===== config.mk =====
export PLATFORM = sky130hd
export DESIGN_NAME = spi_word_arbiter
export DESIGN_NICKNAME = d
export VERILOG_FILES = /design/src/rtl/spi_word_arbiter.sv
export SDC_FILE = /design/constraint.sdc
export NUM_CORES = 1
export LEC_CHECK = 0
export BUFFER_PORTS_ARGS = -buffer_cell sky130_fd_sc_hd__buf_2
export CAP_MARGIN = 20
export CORE_MARGIN = 4
export CORE_UTILIZATION = 30
export CTS_CLUSTER_SIZE = 24
export DETAILED_ROUTE_END_ITERATION = 10
export PLACE_DENSITY_LB_ADDON = 0.05
export SYNTH_ARGS = -nofsm -noshare
export SYNTH_HDL_FRONTEND = slang
export SYNTH_SLANG_ARGS = --single-unit
export TNS_END_PERCENT = 20

===== constraint.sdc =====
create_clock -name clock -period 2.5 [get_ports clock]
set_input_delay 0.375 -clock clock [delete_from_list [all_inputs] [get_ports clock]]
set_output_delay 0.375 -clock clock [all_outputs]
set_load 0.01 [all_outputs]

===== src/rtl/spi_word_arbiter.sv =====
// spi_word_arbiter
// Two-requester SPI master for the configuration bus. A round-robin arbiter
// chooses one requester. The chosen 16-bit word is then shifted out MSB
// first, in SPI mode 0. A clock-enable divider makes SCLK from the system
// clock, so there is only one clock domain.
//
// Ports:
//   clock     system clock
//   reset     asynchronous, active-high reset
//   req0/1    transfer request; held high until the matching ack
//   data0/1   16-bit word; captured when its request is granted
//   ack0/1    one-cycle pulse after the granted word has been fully sent
//   busy      high whenever the engine is not idle
//   spi_cs_n  chip select, active low
//   spi_sclk  SPI clock, idles low
//   spi_mosi  serial data, MSB first
//
// All outputs are registered. They are decoded from the next-state values,
// so each output changes on the same edge as the state it belongs to.

module spi_word_arbiter #(
   parameter int unsigned CLK_DIV = 20
) (
   input  logic        clock,
   input  logic        reset,
   input  logic        req0,
   input  logic [15:0] data0,
   output logic        ack0,
   input  logic        req1,
   input  logic [15:0] data1,
   output logic        ack1,
   output logic        busy,
   output logic        spi_cs_n,
   output logic        spi_sclk,
   output logic        spi_mosi
);

   localparam int unsigned CW = (CLK_DIV > 1) ? $clog2(CLK_DIV) : 1;
   localparam logic [CW-1:0] DIV_LAST = CW'(CLK_DIV - 1);
   localparam logic [CW-1:0] DIV_ONE  = CW'(1);

   typedef enum logic [2:0] {
      IDLE,
      SETUP,
      SHIFT,
      HOLD,
      GAP,
      DONE
   } state_t;

   state_t        state, state_next;
   logic [CW-1:0] div_cnt, div_next;
   logic [3:0]    bit_cnt, bit_next;
   logic          phase, phase_next;
   logic [15:0]   shift_reg, shift_next;
   logic          grant, grant_next;
   logic          last_grant, last_grant_next;
   logic          tick;
   logic          cs_active_next;

   // The half-period tick marks the last cycle of each CLK_DIV-long slice.
   assign tick = (div_cnt == DIV_LAST);

   always_ff @(posedge clock or posedge reset) begin
      if (reset) begin
         state      <= IDLE;
         div_cnt    <= '0;
         bit_cnt    <= '0;
         phase      <= 1'b0;
         shift_reg  <= '0;
         grant      <= 1'b0;
         last_grant <= 1'b1;
      end else begin
         state      <= state_next;
         div_cnt    <= div_next;
         bit_cnt    <= bit_next;
         phase      <= phase_next;
         shift_reg  <= shift_next;
         grant      <= grant_next;
         last_grant <= last_grant_next;
      end
   end

   // In SHIFT, phase is the SCLK level of the current half-bit.
   // In GAP, phase tells which of the two half-periods is running.
   // The divider restarts from zero on every state entry and every tick.
   always_comb begin
      state_next      = state;
      div_next        = div_cnt + DIV_ONE;
      bit_next        = bit_cnt;
      phase_next      = phase;
      shift_next      = shift_reg;
      grant_next      = grant;
      last_grant_next = last_grant;

      case (state)
         IDLE: begin
            div_next = '0;
            if (req0 || req1) begin
               // On a tie, the requester that was not served last time wins.
               if (req0 && req1) begin
                  grant_next = ~last_grant;
               end else begin
                  grant_next = req1;
               end
               last_grant_next = grant_next;
               shift_next      = grant_next ? data1 : data0;
               phase_next      = 1'b0;
               state_next      = SETUP;
            end
         end

         SETUP: begin
            if (tick) begin
               div_next   = '0;
               phase_next = 1'b0;
               bit_next   = 4'd15;
               state_next = SHIFT;
            end
         end

         SHIFT: begin
            if (tick) begin
               div_next = '0;
               if (!phase) begin
                  phase_next = 1'b1;
               end else if (bit_cnt == 4'd0) begin
                  // Stop without shifting, so bit 0 stays on MOSI during HOLD.
                  phase_next = 1'b0;
                  state_next = HOLD;
               end else begin
                  phase_next = 1'b0;
                  bit_next   = bit_cnt - 4'd1;
                  shift_next = {shift_reg[14:0], 1'b0};
               end
            end
         end

         HOLD: begin
            if (tick) begin
               div_next   = '0;
               phase_next = 1'b0;
               state_next = GAP;
            end
         end

         GAP: begin
            if (tick) begin
               div_next = '0;
               if (!phase) begin
                  phase_next = 1'b1;
               end else begin
                  phase_next = 1'b0;
                  state_next = DONE;
               end
            end
         end

         DONE: begin
            div_next   = '0;
            state_next = IDLE;
         end

         default: begin
            div_next   = '0;
            state_next = IDLE;
         end
      endcase
   end

   assign cs_active_next = (state_next == SETUP) || (state_next == SHIFT) ||
                           (state_next == HOLD);

   always_ff @(posedge clock or posedge reset) begin
      if (reset) begin
         spi_cs_n <= 1'b1;
         spi_sclk <= 1'b0;
         spi_mosi <= 1'b0;
         ack0     <= 1'b0;
         ack1     <= 1'b0;
         busy     <= 1'b0;
      end else begin
         spi_cs_n <= ~cs_active_next;
         spi_sclk <= (state_next == SHIFT) && phase_next;
         spi_mosi <= cs_active_next && shift_next[15];
         ack0     <= (state_next == DONE) && !grant_next;
         ack1     <= (state_next == DONE) && grant_next;
         busy     <= (state_next != IDLE);
      end
   end

endmodule


== Word level (Yosys, flattened, before mapping) ==
Cells that the tools add are included.
Operators by class
  $add $sub $neg: 2
  equal/unequal tests: 14
  multiplexer cells: 32
  bitwise gates (word level): 2
  reductions and logical operators: 20
Operator list (number)
  2-to-1 mux 16 bit: 5
  case mux 16 bit (2 select lines): 1
  2-to-1 mux 3 bit: 8
  2-to-1 mux 4 bit: 4
  case mux 3 bit (5 select lines): 1
  equality test 3 x 2 -> 1 bit, second input constant: 4
  2-to-1 mux 5 bit: 2
  != test 2 bit, second input constant: 5
  AND reduction 5 bit: 2
  2-to-1 mux 1 bit: 9
  case mux 4 bit (2 select lines): 1
  equality test 3 x 1 -> 1 bit, second input constant: 2
  equality test 3 bit, second input constant: 2
  adder 5 x 1 -> 5 bit, second input constant: 1
  equality test 5 bit, second input constant: 1
  logical AND 1 bit: 5
  logical NOT 4 bit: 1
  nonzero test 2 bit: 2
  OR reduction 2 bit: 2
  OR reduction 4 bit: 1
  subtractor 4 x 1 -> 4 bit, second input constant: 1
  logical NOT 3 bit: 1
  logical OR 1 bit: 3
  case mux 1 bit (3 select lines): 1
  4 further kinds: 5
Word-level totals
  register bits: 37
  input port bits: 36
  logic and storage cells: 84

== Longest topological paths before layout ==
Gate-level depths: netlist (run 1).
  depth in word-level cells: 9
  gate-level depth with buffers: 7
  mapped depth without buffers: 7

== Worst setup path before layout (run 1) ==
Ideal clock, no wire load.
  path type: register -> register
  from: register div_cnt[0]
  to: register shift_reg[15]
  library setup time: 0.127 ns
  data arrival time: 1.707 ns
  data required time: 2.373 ns
  setup slack: 0.666 ns
  stages on the path, launching flop included: 8
  cell sequence: dfrtp_1 > ha_1 > and4bb_4 > inv_2 > nor4_4 > buf_4 > nor3b_1 > or2_2
Between the ends
  longest elaborated chain between the ends: 3
Ends and longest elaborated chain
  start, declared: RTL line 52  | logic [CW-1:0] div_cnt, div_next;
  start signal, assigned: RTL line 75  | div_cnt <= div_next;
  equality test 5 bit: RTL line 62  | assign tick = (div_cnt == DIV_LAST);
  2-to-1 mux 16 bit: RTL line 123  | if (tick) begin
  case mux 16 bit (2 select lines): RTL line 96  | case (state)
  via shift_next[15]: RTL line 55  | logic [15:0] shift_reg, shift_next;
  end signal, assigned: RTL line 78  | shift_reg <= shift_next;
  end, declared: RTL line 55
The timed path passes the listed nets, and every way through them passes these cells. The select of a mux whose other input is x is not followed.
A chain may end at the register's enable or synchronous reset.

== Worst setup path after layout (run 1) ==
  from: register bit_cnt[0]
  to: register shift_reg[5]
Between the ends
  longest elaborated chain between the ends: 3
Ends and longest elaborated chain
  start, declared: RTL line 53  | logic [3:0] bit_cnt, bit_next;
  start signal, assigned: RTL line 76  | bit_cnt <= bit_next;
  logical NOT 4 bit: RTL line 127  | end else if (bit_cnt == 4'd0) begin
  != test 2 bit (no source line)
  AND reduction 5 bit (no source line)
Every way passes these cells.

==> insert_results.sql, run 1 <==
INSERT INTO impl_metrics (metric_group, metric, value, unit) VALUES
('die', 'die_height', '86.5', 'um'),
('clocking', 'cts-hold-fix-buffers', '0', ''),
('worst_setup_path', 'critical_path.max_stage_delay', '0.48', 'ns'),
('sta', 'report.final.hold_viol_count', '0', ''),
('worst_hold_path', 'worst_hold_path_type', 'input pin to async pin', ''),
('power', 'power.leakage', '1.03', 'nW'),
('worst_setup_path', 'reg2reg_setup_slack', '0.34', 'ns'),
('logic_synthesis', 'synth_largest_type_area_fraction', '47.4', '%'),
('placement', 'dpl.cell_count', '297', ''),
('worst_setup_path', 'cpLargestDelayFamily', 'simple AND/OR/NAND/NOR gates', ''),
('worst_setup_path', 'criticalPathCategory', 'register to register', ''),
('run', 'drv_cap', '0', ''),
('logic_synthesis', 'compound_cell_area_share_of_the_yosys_netlist', '22.6', '%'),
('sta', 'skew', '0.00681', 'ns'),
('sta', 'maximum_clock_frequency', '464', 'MHz'),
('logic_synthesis', 'synth-simple-area-share', '17.3', '%'),
('placement', 'post-dp-hpwl', '3360', 'um'),
('worst_setup_path', 'worst-path-max-fanout', '14', ''),
('die', 'die_area', '7480', 'sq um'),
('power', 'worst_case_vdd_ir_drop', '0.000314', 'V'),
('clocking', 'clockBufferDepth', '2', ''),
('sta', 'post-route-period-util', '86.3', '%'),
('worst_setup_path', 'cell_type_of_the_slowest_stage_on_the_worst_timing_path', 'sky130_fd_sc_hd__nor2_2', ''),
('run_status', 'status', 'finished clean', ''),
('die', 'top_level_ports', '42', ''),
('clocking', 'ctsResizeCount', '0', ''),
('sta', 'setup-violations-final', '0', ''),
('clocking', 'tritoncts_sinks', '37', ''),
('die', 'rows', '28', ''),
('routing', 'drc', '0', ''),
('clocking', 'ctsHtreeMaxLevel', '2', ''),
('logic_synthesis', 'synth_enable_flop_cells', '0', ''),
('routing', 'avgRoutedWirePerCell', '14.4', 'um'),
('die', 'floorplan.initialDensity', '31.0', '%'),
('logic_synthesis', 'dominant_synthesized_flop_cell', 'sky130_fd_sc_hd__dfrtp_1', ''),
('clocking', 'clkLatencyLatePin', '0.29', 'ns'),
('global_route', 'overflow', '0', ''),
('sta', 'slew_violations', '0', ''),
('final_layout', 'diodes', '0', ''),
('routing', 'postRouteAntennaNets', '0', ''),
('final_layout', 'finish.net_count', '268', ''),
('global_route', 'vias_in_the_first_global_route', '1591', ''),
('clocking', 'clkTransAtPathRegs', '0.07', 'ns'),
('routing', 'vias_per_cell', '5.10', ''),
('logic_synthesis', 'syn_area_per_cell', '9.93', 'sq um'),
('logic_synthesis', 'number_of_synthesized_register_bits', '37', ''),
('routing', 'detailroute.via_count', '1555', ''),
('logic_synthesis', 'dominant_combinational_cell_family_by_area_after_synthesis', 'compound AO/OA/AOI/OAI gates', ''),
('worst_setup_path', 'path_cells', 'inv_1, ha_1, nor3b_1, nor4_4, buf_4, nor2_2, a221o_1', ''),
('sta', 'period_needed', '2.16', 'ns'),
('power', 'total_power', '0.00224', 'W'),
('worst_setup_path', 'worst_ep_arrival_time', '2.38', 'ns'),
('worst_setup_path', 'cp_required', '2.72', 'ns'),
('routing', 'route.final.wire_length', '4400', 'um'),
('final_layout', 'final.fill_count', '620', ''),
('worst_setup_path', 'worstReg2RegStart', 'bit_cnt[0]$_DFFE_PP0P_', ''),
('clocking', 'cts_setup_buffers', '0', ''),
('logic_synthesis', 'yosysSeqAreaShare', '50.3', '%'),
('routing', 'detail_route.iter0.violations', '83', ''),
('clocking', 'buffer_cell_driving_the_clock_tree_root', 'sky130_fd_sc_hd__clkbuf_8', ''),
('sta', 'unrepaired_setup_endpoints_after_global_routing', 'no', ''),
('sta', 'slew_headroom', '61.0', '%'),
('logic_synthesis', 'synth_area_leaders', 'sky130_fd_sc_hd__dfrtp_1 (47%), sky130_fd_sc_hd__a221o_1 (8.7%), sky130_fd_sc_hd__nand2_1 (6.7%), sky130_fd_sc_hd__a21oi_1 (5.1%), sky130_fd_sc_hd__dfstp_2 (2.8%)', ''),
('logic_synthesis', 'synth_area_in_adders', '2.03', '%'),
('global_route', 'antenna_found_initial', '0', ''),
('logic_synthesis', 'synth_nets', '225', ''),
('worst_setup_path', 'critPathLaunchType', 'register', ''),
('worst_setup_path', 'endpoint_kind', 'register', ''),
('logic_synthesis', 'ys.warnings.count', '0', ''),
('die', 'die_w', '86.5', 'um'),
('global_route', 'first_pass_grt_wire_length', '7740', 'um');
layout make-up:
type | instances | area, sq um | area share (%)
well taps | 75 | 93.8 | 4.25
multi-input cells | 129 | 822 | 37.3
repair buffers | 46 | 243 | 11.0
flip-flops and latches | 37 | 928 | 42.1
clock buffers | 7 | 76.3 | 3.46
clock inverters | 1 | 5.00 | 0.227
inverters | 10 | 37.5 | 1.70
how the worst min path moves through the flow:
stage	start	to	slack (ns)	cells after the start
6_report	reset	busy$_DFF_PP0_	0.19	3
5_1_grt	reset	shift_reg[5]$_DFFE_PP0P_	0.23	3
4_1_cts	reset	shift_reg[5]$_DFFE_PP0P_	0.20	3
3_5_place_dp	grant$_DFF_PP0_	ack0$_DFF_PP0_	0.44	1
3_3_place_gp	grant$_DFF_PP0_	ack0$_DFF_PP0_	0.43	1
2_1_floorplan	grant$_DFF_PP0_	ack0$_DFF_PP0_	0.41	1
worst reg2reg max path, stage by stage (launching register included):
cell and delay (ns):
sky130_fd_sc_hd__dfrtp_1 0.40, sky130_fd_sc_hd__inv_1 0.07, sky130_fd_sc_hd__ha_1 0.18, sky130_fd_sc_hd__nor3b_1 0.46, sky130_fd_sc_hd__nor4_4 0.06, sky130_fd_sc_hd__buf_4 0.20, sky130_fd_sc_hd__nor2_2 0.48, sky130_fd_sc_hd__a221o_1 0.25
power breakdown:
| part | total (W) | switching, W | internal (W) |
|---|---|---|---|
| sequential | 0.00104 | 0.000188 | 0.000849 |
| combinational | 0.000801 | 0.000421 | 0.000381 |
| clock | 0.000402 | 0.000206 | 0.000196 |
cell families after synthesis:
kind of cell,count (synthesis)
AO/OA/AOI/OAI,58
flip-flops,37
adder cells (fa/ha/maj),3
AND/OR/NAND/NOR,63
XOR/XNOR,2
buffers and inverters,20
multiplexers,3
routing by layer:
metal | GRT usage [%] | share of wire [%] | routed length, um | vias up
met2 | 21.8 | 47 | 2060 | 38
met3 | 3.42 | 5.2 | 230 | 5
met5 | 0 | 0 | 0 | -
li1 | - | - | - | 768
met1 | 16.9 | 47 | 2060 | 744
met4 | 3.40 | 1.2 | 53 | 0
through the flow:
step / hold WS (ns) / setup WS, ns / cell area, sq um
floorplan: 0.412 / 0.666 / 1850
global placement: 0.431 / 0.449 / 2120
detailed placement: 0.436 / 0.369 / 2120
CTS: 0.201 / 0.358 / 2210
global route: 0.230 / 0.195 / 2210
finish: 0.186 / 0.343 / 2210
synth_stat cells (2+ instances only):
cell	count
sky130_fd_sc_hd__a21oi_1	19
sky130_fd_sc_hd__a221o_1	16
sky130_fd_sc_hd__a31oi_1	5
sky130_fd_sc_hd__buf_2	2
sky130_fd_sc_hd__buf_6	2
sky130_fd_sc_hd__clkbuf_1	5
sky130_fd_sc_hd__dfrtp_1	35
sky130_fd_sc_hd__dfstp_2	2
sky130_fd_sc_hd__ha_1	3
sky130_fd_sc_hd__inv_1	9
sky130_fd_sc_hd__mux2i_1	3
sky130_fd_sc_hd__nand2_1	33
sky130_fd_sc_hd__nand2b_1	4
sky130_fd_sc_hd__nor2_1	7
sky130_fd_sc_hd__nor3_1	4
sky130_fd_sc_hd__nor3b_1	3
sky130_fd_sc_hd__nor4_1	2
sky130_fd_sc_hd__o21ai_0	4
sky130_fd_sc_hd__o22ai_1	3
sky130_fd_sc_hd__or3_1	2
sky130_fd_sc_hd__xnor2_1	2
placed cells by master (no fill, tap or decap), types with 5 or more instances in the layout:
cell type	count
sky130_fd_sc_hd__buf_4	5
sky130_fd_sc_hd__a21oi_1	19
sky130_fd_sc_hd__a31oi_1	5
sky130_fd_sc_hd__dfrtp_1	35
sky130_fd_sc_hd__buf_2	41
sky130_fd_sc_hd__a221o_1	16
sky130_fd_sc_hd__inv_1	9
sky130_fd_sc_hd__nand2_1	33
sky130_fd_sc_hd__nor2_1	7
sky130_fd_sc_hd__clkbuf_8	5
Power figures use the tool's default switching activity.
==> inputs of run 2 (changes only) <==
Settings changed: PLACE_DENSITY_LB_ADDON 0.05 to 0.3.
==> run 2 against run 1 <==
Against the previous run: first-iteration DRC count rose by 3.6%; non-clock buffer count fell by 1; combinational power fell by 2%; clock power barely moved; die area did not move; register-to-register slack improved by 0.10 ns; count of clock-buffer cells in the layout did not move; worst setup slack improved by 0.10 ns; critical endpoint is now spi_mosi$_DFF_PP0_; largest cell class unchanged.
==> insert_results.sql, run 2 (same netlist as run 1, synthesis figures left out) <==
INSERT INTO impl_metrics (metric_group, metric, value, unit) VALUES
('run_status', 'status', 'finished clean', ''),
('global_route', 'vias_in_the_first_global_route', '1451', ''),
('worst_setup_path', 'worst_ep_arrival_time', '2.27', 'ns'),
('global_route', 'first_pass_grt_wire_length', '6600', 'um'),
('routing', 'avgRoutedWirePerCell', '13.1', 'um'),
('routing', 'vias_per_cell', '4.98', ''),
('die', 'die_area', '7480', 'sq um'),
('power', 'power.leakage', '1.03', 'nW'),
('final_layout', 'final_cell_mix', 'sky130_fd_sc_hd__buf_2 (41), sky130_fd_sc_hd__dfrtp_1 (35), sky130_fd_sc_hd__nand2_1 (33)', ''),
('sta', 'post-route-period-util', '82.1', '%'),
('final_layout', 'final_core_util', '37.0', '%'),
('placement', 'gpl.final_weighted_congestion', '0.773', ''),
('clocking', 'ctsResizeCount', '0', ''),
('worst_setup_path', 'worst-path-max-fanout', '19', ''),
('clocking', 'clkLatencyLatePin', '0.27', 'ns'),
('placement', 'io_buffer_count', '41', ''),
('sta', 'setup_total_negative_slack', '0', 'ns'),
('clocking', 'tritoncts_sinks', '37', ''),
('clocking', 'buffer_cell_driving_the_clock_tree_root', 'sky130_fd_sc_hd__clkbuf_8', ''),
('worst_setup_path', 'path_cells', 'ha_1, and4bb_4, inv_2, nor4_4, buf_4, o2bb2ai_1, o221a_1', ''),
('sta', 'unrepaired_setup_endpoints_after_global_routing', 'no', ''),
('final_layout', 'largest_register_ffs', '16', ''),
('die', 'core-area', '5960', 'sq um'),
('global_route', 'grt_usage', '10.8', '%'),
('clocking', 'ctsHtreeMaxLevel', '2', ''),
('sta', 'slew_headroom', '61.7', '%'),
('worst_setup_path', 'cp_required', '2.71', 'ns'),
('routing', 'detail_route.iter0.violations', '86', ''),
('routing', 'route.final.wire_length', '3960', 'um'),
('die', 'top_level_ports', '42', ''),
('clocking', 'cts_inserted_buffers', '5', ''),
('worst_setup_path', 'worstPathBufferInverterCount', '2', ''),
('sta', 'skew', '0.00454', 'ns'),
('worst_setup_path', 'rr_endpoint', 'spi_mosi$_DFF_PP0_', ''),
('placement', 'post-dp-hpwl', '2930', 'um'),
('run', 'drv_cap', '0', ''),
('worst_setup_path', 'worst_r2r_path_depth', '7', ''),
('power', 'cellPowerDensity', '1010', 'nW/um^2'),
('worst_setup_path', 'critPathLaunchType', 'register', ''),
('worst_hold_path', 'worst_hold_path_type', 'input pin to async pin', ''),
('final_layout', 'finish.net_count', '267', ''),
('worst_setup_path', 'cpLargestDelayFamily', 'simple AND/OR/NAND/NOR gates', ''),
('die', 'die_height', '86.5', 'um'),
('sta', 'report.final.hold_viol_count', '0', ''),
('die', 'die_w', '86.5', 'um'),
('sta', 'maximum_clock_frequency', '487', 'MHz'),
('final_layout', 'final_layout_size_suffix_gt1_share', '25.9', '%'),
('final_layout', 'synthToLayoutAreaGrowth', '19.3', '%'),
('clocking', 'cts_setup_buffers', '0', ''),
('worst_setup_path', 'endpoint_kind', 'register', ''),
('global_route', 'antenna_found_initial', '0', ''),
('sta', 'period_needed', '2.05', 'ns'),
('worst_setup_path', 'reg2reg_setup_slack', '0.45', 'ns'),
('die', 'rows', '28', ''),
('final_layout', 'final_common_cell', 'sky130_fd_sc_hd__buf_2', ''),
('worst_setup_path', 'worstReg2RegStart', 'div_cnt[0]$_DFF_PP0_', ''),
('die', 'floorplan.initialDensity', '31.0', '%'),
('global_route', 'maximum_number_of_pins_on_one_net_before_global_route_repair', '38', ''),
('clocking', 'cts_tree', 'yes', ''),
('sta', 'max_slew.worst_pin.slew', '0.574', 'ns'),
('worst_setup_path', 'critical_path.max_stage_delay', '0.37', 'ns'),
('worst_setup_path', 'criticalPathCategory', 'register to register', ''),
('global_route', 'overflow', '0', ''),
('worst_setup_path', 'cell_type_of_the_slowest_stage_on_the_worst_timing_path', 'sky130_fd_sc_hd__dfrtp_1', ''),
('clocking', 'cts-hold-fix-buffers', '0', ''),
('clocking', 'clockBufferDepth', '2', ''),
('clocking', 'clkTransAtPathRegs', '0.07', 'ns'),
('final_layout', 'diodes', '0', ''),
('routing', 'detailroute.via_count', '1508', ''),
('routing', 'postRouteAntennaNets', '0', ''),
('routing', 'drt-pass1-iter-count', '4', ''),
('sta', 'setup-violations-final', '0', ''),
('routing', 'drc', '0', ''),
('sta', 'slew_violations', '0', ''),
('power', 'worst_case_vdd_ir_drop', '0.000417', 'V');
[run 2: report_power, final]
| group | internal [W] | total (W) | switching, W |
|---|---|---|---|
| combinational | 0.000379 | 0.000787 | 0.000408 |
| sequential | 0.000850 | 0.00104 | 0.000187 |
| clock | 0.000219 | 0.000404 | 0.000186 |
| total | 0.00145 | 0.00223 | 0.000781 |
[run 2: how the worst max path moves through the flow]
stage                    startpoint                      end  slack (ns)  depth (start not counted)
6_report       div_cnt[0]$_DFF_PP0_       spi_mosi$_DFF_PP0_        0.45                          7
5_1_grt        div_cnt[0]$_DFF_PP0_       spi_mosi$_DFF_PP0_        0.28                          7
4_1_cts        div_cnt[0]$_DFF_PP0_       spi_mosi$_DFF_PP0_        0.42                          7
3_5_place_dp                   req1  shift_reg[15]$_DFF_PP0_        0.41                          4
3_3_place_gp                   req1  shift_reg[15]$_DFF_PP0_        0.48                          4
2_1_floorplan  div_cnt[0]$_DFF_PP0_  shift_reg[15]$_DFF_PP0_        0.67                          7
[run 2: tightest hold or removal path, stage by stage]
cell                    delay (ns)
sky130_fd_sc_hd__buf_2        0.10
sky130_fd_sc_hd__inv_1        0.04
sky130_fd_sc_hd__buf_4        0.39
[run 2: stage by stage]
step	std cells	hold WS, ns	cell area [sq um]	power [W]	setup slack (ns)
floorplan	186	0.412	1850	0.00165	0.666
global placement	295	0.436	2110	0.00182	0.481
detailed placement	295	0.442	2110	0.00183	0.412
CTS	302	0.216	2200	0.00224	0.423
global route	303	0.246	2200	0.00240	0.283
finish	303	0.195	2200	0.00223	0.448
[run 2: final cells by class]
type / count / area, sq um
well taps: 75 / 93.8
clock buffers: 7 / 86.3
repair buffers: 45 / 235
fillers: 624 / 3750
multi-input cells: 129 / 822
inverters: 10 / 37.5
flip-flops and latches: 37 / 928
[run 2: layer usage]
| metal | track usage (%) | up-vias | wire, um |
|---|---|---|---|
| li1 | - | 766 | - |
| met1 | 13.6 | 703 | 1840 |
| met2 | 18.8 | 37 | 1870 |
| met3 | 2.85 | 2 | 236 |
| met4 | 2.12 | 0 | 10 |
| met5 | 0 | - | 0 |
